`config.mk`:
```
export PLATFORM = sky130hd
export DESIGN_NAME = uart_tx_arbiter
export DESIGN_NICKNAME = d
export VERILOG_FILES = /design/src/rtl/uart_tx_arb_pkg.sv /design/src/rtl/uart_tx_arbiter_rr_pick.sv /design/src/rtl/uart_tx_arbiter.sv
export SDC_FILE = /design/constraint.sdc
export NUM_CORES = 1
export LEC_CHECK = 0
export CAP_MARGIN = 10
export CORE_MARGIN = 8
export CORE_UTILIZATION = 30
export CTS_BUF_LIST = sky130_fd_sc_hd__clkbuf_8
export DETAILED_ROUTE_END_ITERATION = 6
export PLACE_DENSITY = 0.74
export SYNTH_ARGS = -nofsm -noshare
export SYNTH_HDL_FRONTEND = slang
export SYNTH_SLANG_ARGS = --single-unit
```
`constraint.sdc`:
```
create_clock -name clock -period 1.3 [get_ports clock]
set_input_delay 0.195 -clock clock [delete_from_list [all_inputs] [get_ports clock]]
set_output_delay 0.195 -clock clock [all_outputs]
set_load 0.02 [all_outputs]
```
`src/rtl/uart_tx_arb_pkg.sv`:
```
// Shared types and constants for the UART TX packet arbiter.
// State TAG is only reachable when UART_TX_ARB_TAG_EN is defined.
package uart_tx_arb_pkg;

    typedef enum logic [1:0] {
        ST_IDLE = 2'd0,
        ST_TAG  = 2'd1,
        ST_XFER = 2'd2
    } state_t;

    // Header byte base; the grantee index is OR-ed into the low bits.
    localparam logic [7:0] TAG_BASE = 8'hF0;

    // Legal requester count range.
    localparam int NUM_REQ_MIN = 2;
    localparam int NUM_REQ_MAX = 8;

endpackage

```
`src/rtl/uart_tx_arbiter_rr_pick.sv`:
```
// Combinational round-robin picker: returns the first set request bit
// at or after the pointer, wrapping around to index 0.
module rr_pick
    import uart_tx_arb_pkg::*;
#(
    parameter int NUM_REQ = 2,
    parameter int GW      = 1
) (
    input  logic [NUM_REQ-1:0] i_req,
    input  logic [GW-1:0]      i_ptr,
    output logic [GW-1:0]      o_win,
    output logic               o_any
);

    logic [NUM_REQ-1:0] w_hi;
    logic [NUM_REQ-1:0] w_vec;
    logic               w_found;

    // Requests at or above the pointer take priority; otherwise wrap to
    // the full vector. Lowest set bit of the chosen vector wins.
    always_comb begin
        w_hi    = '0;
        w_found = 1'b0;
        o_win   = '0;
        for (int unsigned i = 0; i < NUM_REQ; i++) begin
            w_hi[i] = i_req[i] && (i >= 32'(i_ptr));
        end
        w_vec = (|w_hi) ? w_hi : i_req;
        for (int unsigned i = 0; i < NUM_REQ; i++) begin
            if (w_vec[i] && !w_found) begin
                w_found = 1'b1;
                o_win   = GW'(i);
            end
        end
        o_any = |i_req;
    end

endmodule

```
`src/rtl/uart_tx_arbiter.sv`:
```
// Packet-level round-robin arbiter sharing one UART TX byte port among
// NUM_REQ byte-stream requesters. A grant is held until a byte with
// req_last transfers or MAX_BURST bytes have gone out.
// Optional feature macro: UART_TX_ARB_TAG_EN (emit header byte 0xF0|id
// before each grant's data).
module uart_tx_arbiter
    import uart_tx_arb_pkg::*;
#(
    parameter  int NUM_REQ   = 2,
    parameter  int MAX_BURST = 16,
    localparam int GW        = (NUM_REQ > 1) ? $clog2(NUM_REQ) : 1
) (
    input  logic                 clock,
    input  logic                 reset_n,
    input  logic [NUM_REQ-1:0]   req_valid,
    input  logic [8*NUM_REQ-1:0] req_data,
    input  logic [NUM_REQ-1:0]   req_last,
    output logic [NUM_REQ-1:0]   req_ready,
    output logic                 tx_valid,
    output logic [7:0]           tx_data,
    input  logic                 tx_ready,
    output logic [GW-1:0]        grant_id,
    output logic                 busy
);

    localparam int              BW         = $clog2(MAX_BURST + 1);
    localparam logic [BW-1:0]   BURST_LAST = BW'(MAX_BURST - 1);

    if (NUM_REQ < NUM_REQ_MIN || NUM_REQ > NUM_REQ_MAX ||
        MAX_BURST < 1 || MAX_BURST > 255) begin : g_bad_param
        $error("uart_tx_arbiter: NUM_REQ or MAX_BURST out of range");
    end

    state_t          r_state;
    logic [GW-1:0]   r_grant;
    logic [GW-1:0]   r_ptr;
    logic [BW-1:0]   r_burst;

    logic [GW-1:0]   w_win;
    logic            w_any;
    logic            w_sel_valid;
    logic            w_sel_last;
    logic [7:0]      w_sel_data;
    logic            w_xfer;
    logic            w_release;
    logic [GW-1:0]   w_ptr_next;

    rr_pick #(
        .NUM_REQ (NUM_REQ),
        .GW      (GW)
    ) u_rr_pick (
        .i_req (req_valid),
        .i_ptr (r_ptr),
        .o_win (w_win),
        .o_any (w_any)
    );

    // Select the current grantee's lane (valid, last, data).
    always_comb begin
        w_sel_valid = 1'b0;
        w_sel_last  = 1'b0;
        w_sel_data  = '0;
        for (int unsigned i = 0; i < NUM_REQ; i++) begin
            if (r_grant == GW'(i)) begin
                w_sel_valid = req_valid[i];
                w_sel_last  = req_last[i];
                w_sel_data  = req_data[8*i +: 8];
            end
        end
    end

    assign w_xfer     = (r_state == ST_XFER) && w_sel_valid && tx_ready;
    assign w_release  = w_xfer && (w_sel_last || (r_burst == BURST_LAST));
    assign w_ptr_next = (r_grant == GW'(NUM_REQ - 1)) ? '0 : r_grant + 1'b1;

    // Arbitration FSM, grant register, burst counter and rotation pointer.
    always_ff @(posedge clock or negedge reset_n) begin
        if (!reset_n) begin
            r_state <= ST_IDLE;
            r_grant <= '0;
            r_ptr   <= '0;
            r_burst <= '0;
        end else begin
            case (r_state)
                ST_IDLE: begin
                    if (w_any) begin
                        r_grant <= w_win;
                        r_burst <= '0;
`ifdef UART_TX_ARB_TAG_EN
                        r_state <= ST_TAG;
`else
                        r_state <= ST_XFER;
`endif
                    end
                end
`ifdef UART_TX_ARB_TAG_EN
                ST_TAG: begin
                    if (tx_ready) r_state <= ST_XFER;
                end
`endif
                ST_XFER: begin
                    if (w_xfer) begin
                        r_burst <= r_burst + 1'b1;
                        if (w_release) begin
                            r_state <= ST_IDLE;
                            r_ptr   <= w_ptr_next;
                        end
                    end
                end
                default: r_state <= ST_IDLE;
            endcase
        end
    end

    // Byte-path muxing: combinational pass-through while granted.
    always_comb begin
        tx_valid  = 1'b0;
        tx_data   = '0;
        req_ready = '0;
        case (r_state)
`ifdef UART_TX_ARB_TAG_EN
            ST_TAG: begin
                tx_valid = 1'b1;
                tx_data  = TAG_BASE | 8'(r_grant);
            end
`endif
            ST_XFER: begin
                tx_valid = w_sel_valid;
                tx_data  = w_sel_data;
                for (int unsigned i = 0; i < NUM_REQ; i++) begin
                    req_ready[i] = (r_grant == GW'(i)) && tx_ready;
                end
            end
            default: ;
        endcase
    end

    assign grant_id = r_grant;
    assign busy     = (r_state != ST_IDLE);

endmodule
```
**Yosys cells after proc, flatten, opt, wreduce, memory -nomap -nowiden**

Index checks and enable logic that the tools add are counted.

- Add/sub/neg operators: 2
- Order comparisons: 1
- Equal/unequal tests: 5
- Multiplexer cells: 17
- Bitwise logic cells: 1
- Reduce and logical (&&, ||, !) cells: 18

Operators by type and width:

| kind | count |
|---|---|
| $mux W8 | 2 |
| $mux W5 | 2 |
| $pmux W5 S2 | 1 |
| $reduce_and A3 Y1 | 3 |
| $mux W2 | 4 |
| $logic_and A1 B1 Y1 | 7 |
| $mux W1 | 7 |
| $add A5 B1 Y5 const B | 1 |
| $eq A5 B4 Y1 const B | 1 |
| $ne A2 B2 Y1 const B | 2 |
| $pmux W2 S2 | 1 |
| $reduce_bool A2 Y1 | 2 |
| $reduce_or A2 Y1 | 2 |
| $eq A2 B2 Y1 const B | 1 |
| $logic_not A2 Y1 | 1 |
| $ne A2 B1 Y1 const B | 1 |
| $reduce_and A2 Y1 | 1 |
| $add A1 B1 Y1 const B | 1 |
| $ge A1 B1 Y1 const A | 1 |
| $logic_not A1 Y1 | 1 |
| $logic_or A1 B1 Y1 | 1 |
| $not A1 Y1 | 1 |

- Register bits after elaboration: 9
- Input bits: 23
- Output and inout bits: 13
- Logic and storage cells: 48

**Longest topological paths before layout**

Gate-level depths: netlist (run 1).

- Word-level depth: 8
- Gate-level depth with buffers: 5
- Depth with buffers taken out: 5

**Cells and area by module**

Synthesis (run 1) repeated with hierarchy kept, for this count alone.

- Cells, all modules: 65
- Area, all modules: 606.8 sq um

By module, submodules not included:

| module | times used | cells each | area each (sq um) | sequential area each (sq um) |
|---|---|---|---|---|
| uart_tx_arbiter | 1 | 62 | 589.3 | 200.2 |
| rr_pick | 1 | 3 | 17.5 | 0.0 |

**Least setup slack after synthesis (run 1)**

OpenSTA, ideal clock, no wires.

- Kind: register to output
- Start: reg r_grant, in the netlist grant_id
- End: out tx_data[0]
- Data arrival time: 1219 ps
- Required time: 1105 ps
- Path slack: -114 ps
- Cell stages (with the launch flop): 5
- Path buffers: 2
- Path through: dfrtp_1 > buf_6 > buf_2 > mux2i_1 > nor2_1

- Word-level cells in the longest chain between the ends: 2

RTL lines:

| item | line | RTL |
|---|---|---|
| start: declaration | uart_tx_arbiter.sv:35 | `logic [GW-1:0] r_grant;` |
| start signal: assignment | uart_tx_arbiter.sv:87 | `r_grant <= w_win;` |
| $mux W8 | uart_tx_arbiter.sv:64 | `if (r_grant == GW'(i)) begin` |
| $mux W8 | uart_tx_arbiter.sv:120 | `case (r_state)` |
| end: declaration | uart_tx_arbiter.sv:20 | `output logic [7:0] tx_data,` |

No other way between the ends.

**Worst setup path in the final report (run 1)**

- Start: reg r_grant, in the netlist grant_id
- End: reg r_ptr

- Word-level cells in the longest chain between the ends: 5
- Elaborated cells on any way between the ends: 9
- Classes of those cells: add/sub: 1; mux: 3; reduce/logical: 5

RTL lines:

| item | line | RTL |
|---|---|---|
| $mux W1 | uart_tx_arbiter.sv:64 |  |
| $logic_and A1 B1 Y1 (2 in series) | uart_tx_arbiter.sv:72 | `assign w_xfer = (r_state == ST_XFER) && w_sel_valid && tx_ready;` |
| $logic_and A1 B1 Y1 | uart_tx_arbiter.sv:73 | `assign w_release = w_xfer && (w_sel_last \|\| (r_burst == BURST_LAST));` |
| $reduce_and A3 Y1 (no source line) | - |  |
| end signal: assignment | uart_tx_arbiter.sv:106 | `r_ptr <= w_ptr_next;` |
| end: declaration | uart_tx_arbiter.sv:36 | `logic [GW-1:0] r_ptr;` |

Parallel ways exist; a longest one is shown, timed or not.
A chain may end at the register's enable or synchronous reset.

==> results of run 1 <==
==> per-stage QoR <==
step	cell area [um^2]	util, %	hold WS [ns]	setup slack (ns)
3_3_place_gp	1070	55.7	0.461	-0.391
6_report	1220	63.7	0.242	-0.130
5_1_grt	1220	63.7	0.269	-0.193
3_5_place_dp	1070	55.7	0.481	-0.402
2_1_floorplan	624	-	-0.101	-0.0220
4_1_cts	1200	62.2	0.248	-0.136
==> power by group <==
| group | switching (W) | internal, W |
|---|---|---|
| sequential | 0.0000563 | 0.000334 |
| clock | 0.0000998 | 0.000205 |
| combinational | 0.000732 | 0.000815 |
| total | 0.000888 | 0.00135 |
==> flip-flops by register name (all words and copies together) (netlist names) <==
signal	count
r_ptr	1
r_burst	5
grant_id	1
r_state	1
==> cell type report <==
cell class | instances | area, um^2 | area share (%)
clock inverter | 1 | 3.75 | 0.307
tap | 27 | 33.8 | 2.76
inverter | 3 | 15.0 | 1.23
timing repair buffer | 53 | 500 | 40.9
sequential | 8 | 201 | 16.5
multi-input combinational | 49 | 428 | 35.0
clock buffer | 3 | 41.3 | 3.37
==> cells by family (layout without fill, tap and decap cells) <==
family	Yosys count	in the layout	share of synthesized area [%]
AND/OR/NAND/NOR	24	24	18.1
adder cells (fa/ha/maj)	2	2	4.21
multiplexers	15	15	28.4
buffers and inverters	6	60	5.26
AO/OA/AOI/OAI	8	8	10.3
flip-flops	8	8	33.7
==> layout by cell type, fill, tap and decap left out, types with 2 or more instances in the layout <==
cell type                         synthesis  layout
sky130_fd_sc_hd__and3_1                   2       2
sky130_fd_sc_hd__buf_4                    0      16
sky130_fd_sc_hd__buf_6                    1      13
sky130_fd_sc_hd__clkbuf_8                 0       3
sky130_fd_sc_hd__clkdlybuf4s50_1          0      22
sky130_fd_sc_hd__dfrtp_1                  8       7
sky130_fd_sc_hd__ha_2                     0       2
sky130_fd_sc_hd__inv_1                    3       3
sky130_fd_sc_hd__mux2i_1                 12       9
sky130_fd_sc_hd__mux2i_2                  0       3
sky130_fd_sc_hd__nand2_1                  6       6
sky130_fd_sc_hd__nand3_1                  3       3
sky130_fd_sc_hd__nor2_2                   0       8
sky130_fd_sc_hd__nor2_4                   0       2
==> what timing repair did <==
item	4_1_cts	5_1_grt
pin swaps	1	2
gates resized for setup	73	10
setup buffers	7	0
endpoints found under the setup margin	20	20
hold buffers	0	0
==> routing by layer <==
layer,GRT usage (%),wire length (um),vias up
met4,4.98,30,0
met2,19.8,1180,11
li1,-,-,331
met1,13.1,785,314
met5,0,0,-
met3,2.12,50,5
==> worst min-delay path by stage <==
| stage | slack [ns] | endpoint | startpoint | depth (start not counted) |
|---|---|---|---|---|
| 6_report | 0.24 | r_burst[0] | reset_n | 1 |
| 5_1_grt | 0.27 | r_burst[0] | reset_n | 1 |
| 4_1_cts | 0.25 | r_burst[0] | reset_n | 1 |
| 3_5_place_dp | 0.48 | r_burst[3] | r_burst[3] | 1 |
| 3_3_place_gp | 0.46 | r_burst[3] | r_burst[3] | 1 |
| 2_1_floorplan | -0.10 | grant_id | reset_n | 0 |
==> impl_metrics.prom, run 1 <==
# TYPE chip_impl_metric gauge
chip_impl_metric{name="start_util",unit="%"} 30.9
chip_impl_metric{name="final-instance-count-excl-fill",unit=""} 144
chip_impl_metric{name="cts.reportedPaths.clkPinSlew",unit="ns"} 0.05
chip_impl_metric{name="via_count",unit=""} 661
chip_impl_metric{name="largest_driver_fanout_on_the_critical_path",unit=""} 6
chip_impl_metric{name="vdd_ir_drop_max",unit="uV"} 972
chip_impl_info{name="critical_path.startpoint_type",value="flop"} 1
chip_impl_info{name="cpMaxStageDelayCell",value="sky130_fd_sc_hd__dfrtp_2"} 1
chip_impl_metric{name="powerDensity",unit="nW/um^2"} 1830
chip_impl_metric{name="worst-path-buf-inv",unit=""} 2
chip_impl_metric{name="synth.yosys.seq_area_share",unit="%"} 33.7
chip_impl_metric{name="floorplan.die_area",unit="um^2"} 3660
chip_impl_metric{name="grt_pass1_wl",unit="mm"} 3.10
chip_impl_metric{name="grt_usage",unit="%"} 11.4
chip_impl_metric{name="r2r_setup_slack",unit="ns"} -0.13
chip_impl_info{name="timing.critical_path.to_type",value="flop"} 1
chip_impl_metric{name="globalplace.congestion",unit=""} 0.819
chip_impl_info{name="critPathLaunch",value="grant_id"} 1
chip_impl_metric{name="maxSlewHeadroom",unit="%"} 75.6
chip_impl_metric{name="fin_crit_sh",unit="%"} 110
chip_impl_metric{name="setup_slack",unit="ns"} -0.130
chip_impl_info{name="path_class",value="reg2reg"} 1
chip_impl_metric{name="netlist_instances",unit=""} 63
chip_impl_info{name="synth_ff_type",value="sky130_fd_sc_hd__dfrtp_1"} 1
chip_impl_metric{name="n_fill_cell",unit=""} 171
chip_impl_metric{name="synth_top_area_share",unit="%"} 33.7
chip_impl_metric{name="clk_sinks",unit=""} 8
chip_impl_metric{name="maxCapViolCount",unit=""} 0
chip_impl_metric{name="power.static_leakage",unit="nW"} 0.563
chip_impl_info{name="rr_endpoint",value="r_ptr"} 1
chip_impl_metric{name="avgRoutedWirePerCell",unit="um"} 14.2
chip_impl_info{name="failed_checks",value="setup timing"} 1
chip_impl_metric{name="top_level_i_o_count",unit=""} 36
chip_impl_metric{name="clock_insertion_delay_worst_skew",unit="ns"} 0.23
chip_impl_info{name="netlist_top_cells_count",value="sky130_fd_sc_hd__mux2i_1 (12), sky130_fd_sc_hd__nor2_1 (11), sky130_fd_sc_hd__dfrtp_1 (8), sky130_fd_sc_hd__nand2_1 (6)"} 1
chip_impl_metric{name="core_area",unit="um^2"} 1920
chip_impl_metric{name="cp_data_arrival_time",unit="ns"} 1.57
chip_impl_metric{name="die_w",unit="um"} 60.5
chip_impl_metric{name="total_cts_buffers",unit=""} 3
chip_impl_info{name="status",value="finished with violations"} 1
chip_impl_metric{name="final_layout_size_suffix_gt1_share",unit="%"} 47.9
chip_impl_metric{name="place.detailed.hpwl",unit="mm"} 1.55
chip_impl_metric{name="nNetsFinal",unit=""} 143
chip_impl_metric{name="worst_clock_skew",unit="ns"} 0.0103
chip_impl_metric{name="fmaxAchievable",unit="GHz"} 0.699
chip_impl_metric{name="routed_via_density",unit=""} 4.59
chip_impl_metric{name="antenna_cells",unit=""} 0
chip_impl_metric{name="per_instance_average_area_after_synthesis",unit="um^2"} 9.43
chip_impl_info{name="synth.area.top_cells",value="sky130_fd_sc_hd__dfrtp_1 (34%), sky130_fd_sc_hd__mux2i_1 (20%), sky130_fd_sc_hd__nor2_1 (6.9%), sky130_fd_sc_hd__ha_1 (4.2%), sky130_fd_sc_hd__mux2i_4 (3.8%)"} 1
chip_impl_metric{name="drt_pre_antenna_iters",unit=""} 6
chip_impl_info{name="rsz_0062_raised_after_global_routing",value="yes"} 1
chip_impl_metric{name="pin_count_of_the_biggest_net_entering_global_routing",unit=""} 9
chip_impl_metric{name="cp_slowest_stage_delay",unit="ns"} 0.41
chip_impl_metric{name="postRouteAntennaNets",unit=""} 0
chip_impl_metric{name="post-place-cells",unit=""} 133
chip_impl_metric{name="setup-violations-final",unit=""} 16
chip_impl_info{name="family_of_cells_with_the_greatest_summed_delay_on_the_critical_path",value="multiplexers"} 1
chip_impl_metric{name="yosys_warnings",unit=""} 0
chip_impl_metric{name="worst_slew_pin_slew",unit="ns"} 0.364
chip_impl_info{name="path_common_cell",value="sky130_fd_sc_hd__buf_6"} 1
chip_impl_metric{name="grt_pass1_vias",unit=""} 649
chip_impl_metric{name="area_growth",unit="%"} 106
chip_impl_info{name="crit-reg2reg-launch",value="grant_id"} 1
chip_impl_metric{name="post-route-drc-count",unit=""} 0
chip_impl_metric{name="postSynthNetCount",unit=""} 88
chip_impl_metric{name="dieHeight",unit="um"} 60.5
chip_impl_metric{name="async_flop_share",unit="%"} 100
chip_impl_metric{name="cts_buffer_depth",unit=""} 2
chip_impl_info{name="post-synth-top-area-cell",value="sky130_fd_sc_hd__dfrtp_1"} 1
chip_impl_metric{name="io_buffers",unit=""} 35
chip_impl_metric{name="ys_ff_latch",unit=""} 8
chip_impl_info{name="cells_along_the_critical_path",value="buf_6, buf_6, mux2_4, o211ai_2, mux2i_1"} 1
chip_impl_metric{name="core.rowCount",unit=""} 16
chip_impl_metric{name="synthesis.area",unit="um^2"} 594
chip_impl_info{name="yosysMostFrequentCell",value="sky130_fd_sc_hd__mux2i_1"} 1
chip_impl_metric{name="synth.distinct_cells",unit=""} 24
chip_impl_metric{name="drt-initial-drc-count",unit=""} 19
chip_impl_metric{name="ctsHtreeMaxLevel",unit=""} 1
chip_impl_info{name="tritoncts",value="yes"} 1
chip_impl_info{name="ctsRootBufferMaster",value="sky130_fd_sc_hd__clkbuf_8"} 1
chip_impl_metric{name="grt.overflow.total",unit=""} 0
chip_impl_metric{name="antenna_found_initial",unit=""} 0
chip_impl_metric{name="maxSlewViolCount",unit=""} 0
chip_impl_metric{name="synth-edff-count",unit=""} 0
chip_impl_metric{name="design_power_total",unit="W"} 0.00224
chip_impl_metric{name="final.setup.tns",unit="ns"} -1.17
chip_impl_metric{name="report.final.hold_viol_count",unit=""} 0
chip_impl_info{name="worstSetupEndpoint",value="r_ptr"} 1
chip_impl_metric{name="postRouteWirelength",unit="mm"} 2.05
chip_impl_metric{name="cp.depth",unit=""} 5
chip_impl_metric{name="r2r_cells",unit=""} 5
chip_impl_metric{name="final_min_period",unit="ns"} 1.43
chip_impl_info{name="worst_hold_check_path_type",value="in2async"} 1
chip_impl_metric{name="worst-endpoint-required",unit="ns"} 1.44
(Power assumes the default switching activity.)
==> run 2, diff against run 1 <==
--- a/config.mk
+++ b/config.mk
@@ -9,6 +9,7 @@
 export CORE_MARGIN = 8
 export CORE_UTILIZATION = 30
 export CTS_BUF_LIST = sky130_fd_sc_hd__clkbuf_8
+export CTS_CLUSTER_SIZE = 24
 export DETAILED_ROUTE_END_ITERATION = 6
 export PLACE_DENSITY = 0.74
 export SYNTH_ARGS = -nofsm -noshare
==> results of run 2 <==
Final layout, timing and power as in run 1 (identical DEF).
